## config.mk

```make
export PLATFORM = sky130hd
export DESIGN_NAME = sc_lane_scheduler_flat
export DESIGN_NICKNAME = d
export VERILOG_FILES = /design/src/rtl/sc_lane_scheduler_if.sv /design/src/rtl/sc_lane_scheduler.sv /design/src/flat_wrapper.sv
export SDC_FILE = /design/constraint.sdc
export NUM_CORES = 1
export LEC_CHECK = 0
export BUFFER_PORTS_ARGS = -buffer_cell sky130_fd_sc_hd__buf_2
export CORE_ASPECT_RATIO = 1.4
export CORE_MARGIN = 5
export CORE_UTILIZATION = 25
export CTS_BUF_LIST = sky130_fd_sc_hd__clkbuf_4
export DETAILED_ROUTE_END_ITERATION = 16
export SETUP_SLACK_MARGIN = 0.15
export SLEW_MARGIN = 20
export SYNTH_ARGS = -nofsm -noshare
export SYNTH_HDL_FRONTEND = slang
export SYNTH_SLANG_ARGS = --single-unit
```

## constraint.sdc

```tcl
create_clock -name SC_STATEMACHINEBACKG_CLOCK_50 -period 4.2 [get_ports SC_STATEMACHINEBACKG_CLOCK_50]
set_input_delay 0.84 -clock SC_STATEMACHINEBACKG_CLOCK_50 [delete_from_list [all_inputs] [get_ports SC_STATEMACHINEBACKG_CLOCK_50]]
set_output_delay 0.84 -clock SC_STATEMACHINEBACKG_CLOCK_50 [all_outputs]
set_load 0.02 [all_outputs]
```

## src/rtl/sc_lane_scheduler_if.sv

```systemverilog
`default_nettype none
// ============================================================================
// Module   : sc_lane_scheduler_if
// Purpose  : Control and lane-select bundle between the game logic and the
//            background lane scheduler.
// Revision : 1.0 - initial release
// ============================================================================
interface sc_lane_scheduler_if #(
  parameter int LANES = 4,
  parameter int PW    = 4
);
  logic                  SC_LANESCHED_startButton_InLow;
  logic                  SC_LANESCHED_tick_InLow;
  logic                  SC_LANESCHED_pause_InHigh;
  logic [LANES*PW-1:0]   SC_LANESCHED_period_In;
  logic [LANES-1:0]      SC_LANESCHED_dir_In;
  logic                  SC_LANESCHED_clear_OutLow;
  logic [2*LANES-1:0]    SC_LANESCHED_shiftselection_Out;
  logic                  SC_LANESCHED_upcount_OutLow;
  logic                  SC_LANESCHED_overrun_Out;

  modport master (
    output SC_LANESCHED_startButton_InLow,
    output SC_LANESCHED_tick_InLow,
    output SC_LANESCHED_pause_InHigh,
    output SC_LANESCHED_period_In,
    output SC_LANESCHED_dir_In,
    input  SC_LANESCHED_clear_OutLow,
    input  SC_LANESCHED_shiftselection_Out,
    input  SC_LANESCHED_upcount_OutLow,
    input  SC_LANESCHED_overrun_Out
  );

  modport slave (
    input  SC_LANESCHED_startButton_InLow,
    input  SC_LANESCHED_tick_InLow,
    input  SC_LANESCHED_pause_InHigh,
    input  SC_LANESCHED_period_In,
    input  SC_LANESCHED_dir_In,
    output SC_LANESCHED_clear_OutLow,
    output SC_LANESCHED_shiftselection_Out,
    output SC_LANESCHED_upcount_OutLow,
    output SC_LANESCHED_overrun_Out
  );
endinterface
`default_nettype wire

```

## src/rtl/sc_lane_scheduler.sv

```systemverilog
`default_nettype none
// ============================================================================
// Module   : sc_lane_scheduler
// Purpose  : Tick-driven sequencer that shifts each background lane once per
//            its programmed period. Option macro: SC_LANESCHED_OVERRUN_EN
//            builds the sticky missed-tick flag.
// Revision : 1.0 - initial release
// ============================================================================
module sc_lane_scheduler #(
  parameter int LANES = 4,
  parameter int PW    = 4
) (
  input  logic               SC_STATEMACHINEBACKG_CLOCK_50,
  input  logic               SC_STATEMACHINEBACKG_RESET_InHigh,
  sc_lane_scheduler_if.slave bus
);

  localparam int                 c_IDX_W    = (LANES > 1) ? $clog2(LANES) : 1;
  localparam logic [c_IDX_W-1:0] c_LAST_IDX = c_IDX_W'(LANES - 1);

  typedef enum logic [2:0] {
    ST_RESET = 3'd0,
    ST_START = 3'd1,
    ST_INIT  = 3'd2,
    ST_HOLD  = 3'd3,
    ST_IDLE  = 3'd4,
    ST_SCAN  = 3'd5,
    ST_COUNT = 3'd6
  } state_t;

  state_t                     r_state;
  state_t                     w_state_nxt;
  logic [c_IDX_W-1:0]         r_idx;
  logic [c_IDX_W-1:0]         w_idx_nxt;
  logic                       r_pending;
  logic                       w_pending_nxt;
  logic [LANES-1:0][PW-1:0]   r_cnt;
  logic [LANES-1:0][PW-1:0]   w_load;
  logic [LANES-1:0]           w_hit;
  logic [LANES-1:0]           w_fire;
  logic [2*LANES-1:0]         w_sel;
  logic                       w_clear_n;
  logic                       w_upcount_n;
  logic                       w_tick;
  logic                       w_start_hi;
  logic                       w_in_idle;
  logic                       w_serve;

  assign w_tick     = ~bus.SC_LANESCHED_tick_InLow;
  assign w_start_hi = bus.SC_LANESCHED_startButton_InLow;
  assign w_in_idle  = (r_state == ST_IDLE);
  // A fresh tick or a latched one is served from IDLE unless paused.
  assign w_serve    = w_start_hi & ~bus.SC_LANESCHED_pause_InHigh & (w_tick | r_pending);

  generate
    for (genvar i = 0; i < LANES; i++) begin : g_lane
      assign w_load[i] = (bus.SC_LANESCHED_period_In[i*PW +: PW] == '0)
                       ? PW'(1) : bus.SC_LANESCHED_period_In[i*PW +: PW];
      assign w_hit[i]  = (r_state == ST_SCAN) && (r_idx == c_IDX_W'(i));
      assign w_fire[i] = w_hit[i] && (r_cnt[i] == PW'(1));
    end
  endgenerate

  always_ff @(posedge SC_STATEMACHINEBACKG_CLOCK_50 or posedge SC_STATEMACHINEBACKG_RESET_InHigh) begin
    if (SC_STATEMACHINEBACKG_RESET_InHigh) begin
      r_state   <= ST_RESET;
      r_idx     <= '0;
      r_pending <= 1'b0;
    end else begin
      r_state   <= w_state_nxt;
      r_idx     <= w_idx_nxt;
      r_pending <= w_pending_nxt;
    end
  end

  always_ff @(posedge SC_STATEMACHINEBACKG_CLOCK_50 or posedge SC_STATEMACHINEBACKG_RESET_InHigh) begin
    if (SC_STATEMACHINEBACKG_RESET_InHigh) begin
      r_cnt <= '0;
    end else begin
      for (int k = 0; k < LANES; k++) begin
        if (r_state == ST_INIT) begin
          r_cnt[k] <= w_load[k];
        end else if (w_hit[k]) begin
          r_cnt[k] <= w_fire[k] ? w_load[k] : (r_cnt[k] - PW'(1));
        end
      end
    end
  end

  always_comb begin
    w_state_nxt   = r_state;
    w_idx_nxt     = r_idx;
    w_pending_nxt = r_pending;
    w_clear_n     = 1'b1;
    w_upcount_n   = 1'b1;
    case (r_state)
      ST_RESET: begin
        w_clear_n   = 1'b0;
        w_state_nxt = ST_START;
      end
      ST_START: w_state_nxt = ST_IDLE;
      ST_INIT: begin
        w_clear_n   = 1'b0;
        w_state_nxt = ST_HOLD;
      end
      ST_HOLD: begin
        if (w_start_hi) begin
          w_state_nxt = ST_IDLE;
        end
      end
      ST_IDLE: begin
        if (!w_start_hi) begin
          w_state_nxt = ST_INIT;
        end else if (w_serve) begin
          w_state_nxt = ST_SCAN;
          w_idx_nxt   = '0;
        end
      end
      ST_SCAN: begin
        if (r_idx == c_LAST_IDX) begin
          w_state_nxt = ST_COUNT;
        end else begin
          w_idx_nxt = r_idx + c_IDX_W'(1);
        end
      end
      ST_COUNT: begin
        w_upcount_n = 1'b0;
        w_state_nxt = ST_IDLE;
      end
      default: w_state_nxt = ST_IDLE;
    endcase
    // Outside IDLE a tick is remembered; IDLE consumes or discards it.
    if (w_in_idle) begin
      if (!w_start_hi || w_serve) begin
        w_pending_nxt = 1'b0;
      end
    end else if (w_tick) begin
      w_pending_nxt = 1'b1;
    end
  end

  always_comb begin
    w_sel = {LANES{2'b11}};
    for (int k = 0; k < LANES; k++) begin
      if (w_fire[k]) begin
        w_sel[2*k +: 2] = bus.SC_LANESCHED_dir_In[k] ? 2'b01 : 2'b10;
      end
    end
  end

  assign bus.SC_LANESCHED_clear_OutLow       = w_clear_n;
  assign bus.SC_LANESCHED_upcount_OutLow     = w_upcount_n;
  assign bus.SC_LANESCHED_shiftselection_Out = w_sel;

`ifdef SC_LANESCHED_OVERRUN_EN
  logic r_overrun;
  logic w_drop;

  // Second tick while one is already waiting is lost.
  assign w_drop = w_tick & r_pending & (~w_in_idle | w_serve);

  always_ff @(posedge SC_STATEMACHINEBACKG_CLOCK_50 or posedge SC_STATEMACHINEBACKG_RESET_InHigh) begin
    if (SC_STATEMACHINEBACKG_RESET_InHigh) begin
      r_overrun <= 1'b0;
    end else if (r_state == ST_INIT) begin
      r_overrun <= 1'b0;
    end else if (w_drop) begin
      r_overrun <= 1'b1;
    end
  end

  assign bus.SC_LANESCHED_overrun_Out = r_overrun;
`else
  assign bus.SC_LANESCHED_overrun_Out = 1'b0;
`endif

endmodule
`default_nettype wire

```

## src/flat_wrapper.sv

```systemverilog
// flat-port wrapper written by rule: the top's interface ports become plain ports
module sc_lane_scheduler_flat 
#(
  parameter int LANES = 4,
  parameter int PW    = 4
)
  (SC_STATEMACHINEBACKG_CLOCK_50, SC_STATEMACHINEBACKG_RESET_InHigh, bus_SC_LANESCHED_startButton_InLow, bus_SC_LANESCHED_tick_InLow, bus_SC_LANESCHED_pause_InHigh, bus_SC_LANESCHED_period_In, bus_SC_LANESCHED_dir_In, bus_SC_LANESCHED_clear_OutLow, bus_SC_LANESCHED_shiftselection_Out, bus_SC_LANESCHED_upcount_OutLow, bus_SC_LANESCHED_overrun_Out);
  sc_lane_scheduler_if #(.LANES(LANES), .PW(PW)) bus_i ();
  input  logic SC_STATEMACHINEBACKG_CLOCK_50;
  input  logic SC_STATEMACHINEBACKG_RESET_InHigh;
  input wire logic [$bits(bus_i.SC_LANESCHED_startButton_InLow)-1:0] bus_SC_LANESCHED_startButton_InLow;
  input wire logic [$bits(bus_i.SC_LANESCHED_tick_InLow)-1:0] bus_SC_LANESCHED_tick_InLow;
  input wire logic [$bits(bus_i.SC_LANESCHED_pause_InHigh)-1:0] bus_SC_LANESCHED_pause_InHigh;
  input wire logic [$bits(bus_i.SC_LANESCHED_period_In)-1:0] bus_SC_LANESCHED_period_In;
  input wire logic [$bits(bus_i.SC_LANESCHED_dir_In)-1:0] bus_SC_LANESCHED_dir_In;
  output wire logic [$bits(bus_i.SC_LANESCHED_clear_OutLow)-1:0] bus_SC_LANESCHED_clear_OutLow;
  output wire logic [$bits(bus_i.SC_LANESCHED_shiftselection_Out)-1:0] bus_SC_LANESCHED_shiftselection_Out;
  output wire logic [$bits(bus_i.SC_LANESCHED_upcount_OutLow)-1:0] bus_SC_LANESCHED_upcount_OutLow;
  output wire logic [$bits(bus_i.SC_LANESCHED_overrun_Out)-1:0] bus_SC_LANESCHED_overrun_Out;
  assign bus_i.SC_LANESCHED_startButton_InLow = bus_SC_LANESCHED_startButton_InLow;
  assign bus_i.SC_LANESCHED_tick_InLow = bus_SC_LANESCHED_tick_InLow;
  assign bus_i.SC_LANESCHED_pause_InHigh = bus_SC_LANESCHED_pause_InHigh;
  assign bus_i.SC_LANESCHED_period_In = bus_SC_LANESCHED_period_In;
  assign bus_i.SC_LANESCHED_dir_In = bus_SC_LANESCHED_dir_In;
  assign bus_SC_LANESCHED_clear_OutLow = bus_i.SC_LANESCHED_clear_OutLow;
  assign bus_SC_LANESCHED_shiftselection_Out = bus_i.SC_LANESCHED_shiftselection_Out;
  assign bus_SC_LANESCHED_upcount_OutLow = bus_i.SC_LANESCHED_upcount_OutLow;
  assign bus_SC_LANESCHED_overrun_Out = bus_i.SC_LANESCHED_overrun_Out;
  sc_lane_scheduler #(.LANES(LANES), .PW(PW)) u_core (.SC_STATEMACHINEBACKG_CLOCK_50(SC_STATEMACHINEBACKG_CLOCK_50), .SC_STATEMACHINEBACKG_RESET_InHigh(SC_STATEMACHINEBACKG_RESET_InHigh), .bus(bus_i));
endmodule
```

==> key figures <==
Worst setup path
  – CP cell instances: inv_1, ha_1, or3b_2, or3_1, buf_2
  – Crit Path Class: reg -> out
  – Crit Path Max Fanout: 6
  – Startpoint types: flop
  – Endpoint class of the critical path: primary output
  – CP arrival: 1970 ps
  – Delay-heaviest family, CP: simple AND/OR/NAND/NOR gates
  – Slowest stage cell, crit path: or3b_2
  – WP data required: 3360 ps
  – CP Buf/Inv Count: 2
  – CP peak stage delay: 510 ps

Route
  – Number of remaining DRC errors: 0
  – Final ANT Viol Nets: 0
  – Via count: 1518
  – Final wirelength: 3730 um
  – 1st-pass router iterations: 4
  – Routed len/inst: 12.5 um
  – 1st-iter DRT viols: 44
  – Vias/cell: 5.09

Pwr
  – Combinational share of power: 0.495
  – Pleak: 0.824 nW
  – Sw Share: 0.453
  – Peak VDD IR: 0.172 mV
  – Clk pwr share: 0.093
  – Flop pwr share: 0.412
  – Int Power: 0.000616 W
  – Sw Pwr: 0.000511 W
  – PwrDens: 597 nW/um^2

Clocking
  – Setup bufs post-CTS: 0
  – Root Buffer: clkbuf_4
  – Post-CTS Hold Buffers: 0
  – Sink Count: 22
  – Clock latency on the worst-skew pair: 310 ps
  – Num CTS Buffers: 3
  – H-tree depth: 1
  – CTS tree: done
  – Post_cts resized: 0
  – Register clock-pin slew on the reported worst setup and hold paths: 140 ps
  – Clock buffer depth: 2

Logic synthesis
  – Largest area contributor in the netlist: dfrtp_1
  – Synth Instances: 195
  – FFs w/ async S/R, synth: 1.00
  – Register area share after synthesis: 0.330
  – Post-synthesis cell area: 1670 um^2
  – Post-synthesis cell type count: 46
  – Number of flops mapped to enable cells by yosys: 0
  – Synth top area cells: dfrtp_1, ha_1, o21ai_0
  – Synth Register Bits: 22
  – Synth top area share: 0.330
  – Synthesized area per cell: 8.55 um^2
  – Post-synth top flop: dfrtp_1
  – Syn. warnings: 0
  – Syn Nets: 232

GRT
  – Global-route wire length before repair: 6350 um
  – GRT Overall Usage: 0.0909
  – GR Overflow Total: 0
  – Antenna violations before repair: 0
  – Global-route track usage on met3: 0.0185
  – Largest net degree at the start of global routing: 23
  – GRT met1 Usage: 0.115
  – GR Layer Usage met2: 0.158
  – Vias in the first global route: 1424
  – Most Crowded Layer GR: met2

Placement
  – Hpwl dp: 2870 um
  – Final Wtd Congestion: 0.805
  – Port bufs: 34
  – Placed cell areas: 1860 um^2

Die
  – Die area: 8420 um^2
  – Die Width: 79.0 um
  – I/O pin count: 36
  – FP Rows: 35
  – Die height: 107 um
  – Initial Util: 0.255
  – CORE AREA: 6530 um^2

Worst hold path
  – Hold Crit Class: reg -> reg

Finish
  – Commonest cells after routing, fill and taps aside: buf_2, dfrtp_1, inv_1, o21ai_0, nand2_1
  – Layout cells sized above 1: 0.201
  – Post-route cell area: 1890 um^2
  – Ant diodes: 0
  – Layout Nets: 262
  – Commonest non-fill, non-tap cell in the layout: buf_2
  – Area Overhead vs Synth: 13.2%

STA
  – RSZ-0062 raised after global routing: false
  – Worst Hold Margin: 549 ps
  – Tcrit/Tclk final: 0.668
  – Final setup viols: 0
  – Least-Margin Pin Slew: 887 ps
  – Fmax: 356 MHz
  – Minimum clock period: 2810 ps
  – Setup_tns: 0 ps
  – Fin. max-slew vios: 0
  – Worst slew margin: 0.408
  – Final Hold Vio Count: 0
  – Clock skew: 3.86 ps

Run status
  – Outcome: finished, final reports clean

Flow run
  – Max_cap viols: 0
## power groups by stage
stage	Sequential [W]	Combinational, W	Clock [W]
after floorplan	0.000395	0.000526	0
after global placement	0.000464	0.000549	0
after detailed placement	0.000464	0.000564	0
after CTS	0.000462	0.000564	0.000107
after global routing	0.000488	0.000652	0.000115
final	0.000465	0.000558	0.000105
## synth_stat cells (2+ instances only)
cell      count
or3b_2        4
inv_1        15
a41oi_1       2
nand2_1      14
nor2_1       13
nor3b_1       3
or3_1         5
nor3_1        9
a211o_1       3
buf_6         3
o22ai_1       5
ha_1         12
a211oi_1      4
nor2b_1       4
dfrtp_1      22
nand3_1       6
nand4b_1      4
a22o_1        2
and4b_1       3
o21ai_0      15
a21oi_1      13
o21ai_1       3
nand2b_1      4
buf_4         2
buf_2         4
## layer usage
| layer | vias up | wire [um] |
|---|---|---|
| met5 | - | 0 |
| met4 | 0 | 20 |
| met1 | 711 | 1750 |
| met3 | 2 | 183 |
| met2 | 28 | 1780 |
| li1 | 777 | - |
## registers in the layout, indices dropped and copies added, names as in the netlist
signal,count
u_core.r_cnt,16
u_core.r_state,3
u_core.r_pending,1
u_core.r_idx,2
## metrics by stage
step                total power (W)  instances  setup WS, ps   util
floorplan                  0.000921        195          1850      -
global route                0.00126        298          1280  0.289
finish                      0.00113        298          1390  0.289
CTS                         0.00113        298          1390  0.289
detailed placement          0.00103        294          1740  0.285
global placement            0.00101        294          1780  0.285
## area by class of cell
type / count / area, um^2
Clock buffer: 3 / 22.5
Timing Repair Buffer: 34 / 170
Multi-Input combinational cell: 149 / 991
Fill cell: 696 / 4640
Inverter: 15 / 56.3
Tap cell: 74 / 92.6
Sequential cell: 22 / 551
Clock inverter: 1 / 3.75
## worst reg2reg max path, delay by kind of cell (launching register included)
kind             cells  cell delay [ps]
AO/OA/AOI/OAI        2              490
AND/OR/NAND/NOR      2              800
flip-flops           1              590
## path summary, 6_finish.rpt
kind / startpoint / to / slack, ps / cells after the start
setup / recovery: u_core.r_cnt[9] / bus_SC_LANESCHED_shiftselection_Out[4] / 1390 / 5
hold / removal: u_core.r_pending / u_core.r_pending / 550 / 2
setup reg to reg: u_core.r_state[0] / u_core.r_cnt[0] / 2200 / 4
hold reg to reg: u_core.r_pending / u_core.r_pending / 550 / 2
max in group asynchronous: SC_STATEMACHINEBACKG_RESET_InHigh / u_core.r_state[1] / 2970 / 2
min in group asynchronous: SC_STATEMACHINEBACKG_RESET_InHigh / u_core.r_cnt[15] / 690 / 2
## cell families (layout without fill, tap and decap cells)
logic type	Yosys count	after routing	share of synthesized area
buffers and inverters	24	53	0.0751
AOI/OAI and AO/OA	57	57	0.221
other	1	1	0.00225
muxes	1	1	0.00601
adders and majority gates	12	12	0.0901
and+or+nand+nor	78	78	0.276
DFF	22	22	0.330
Note: power is estimated with default switching activity, not from simulation.
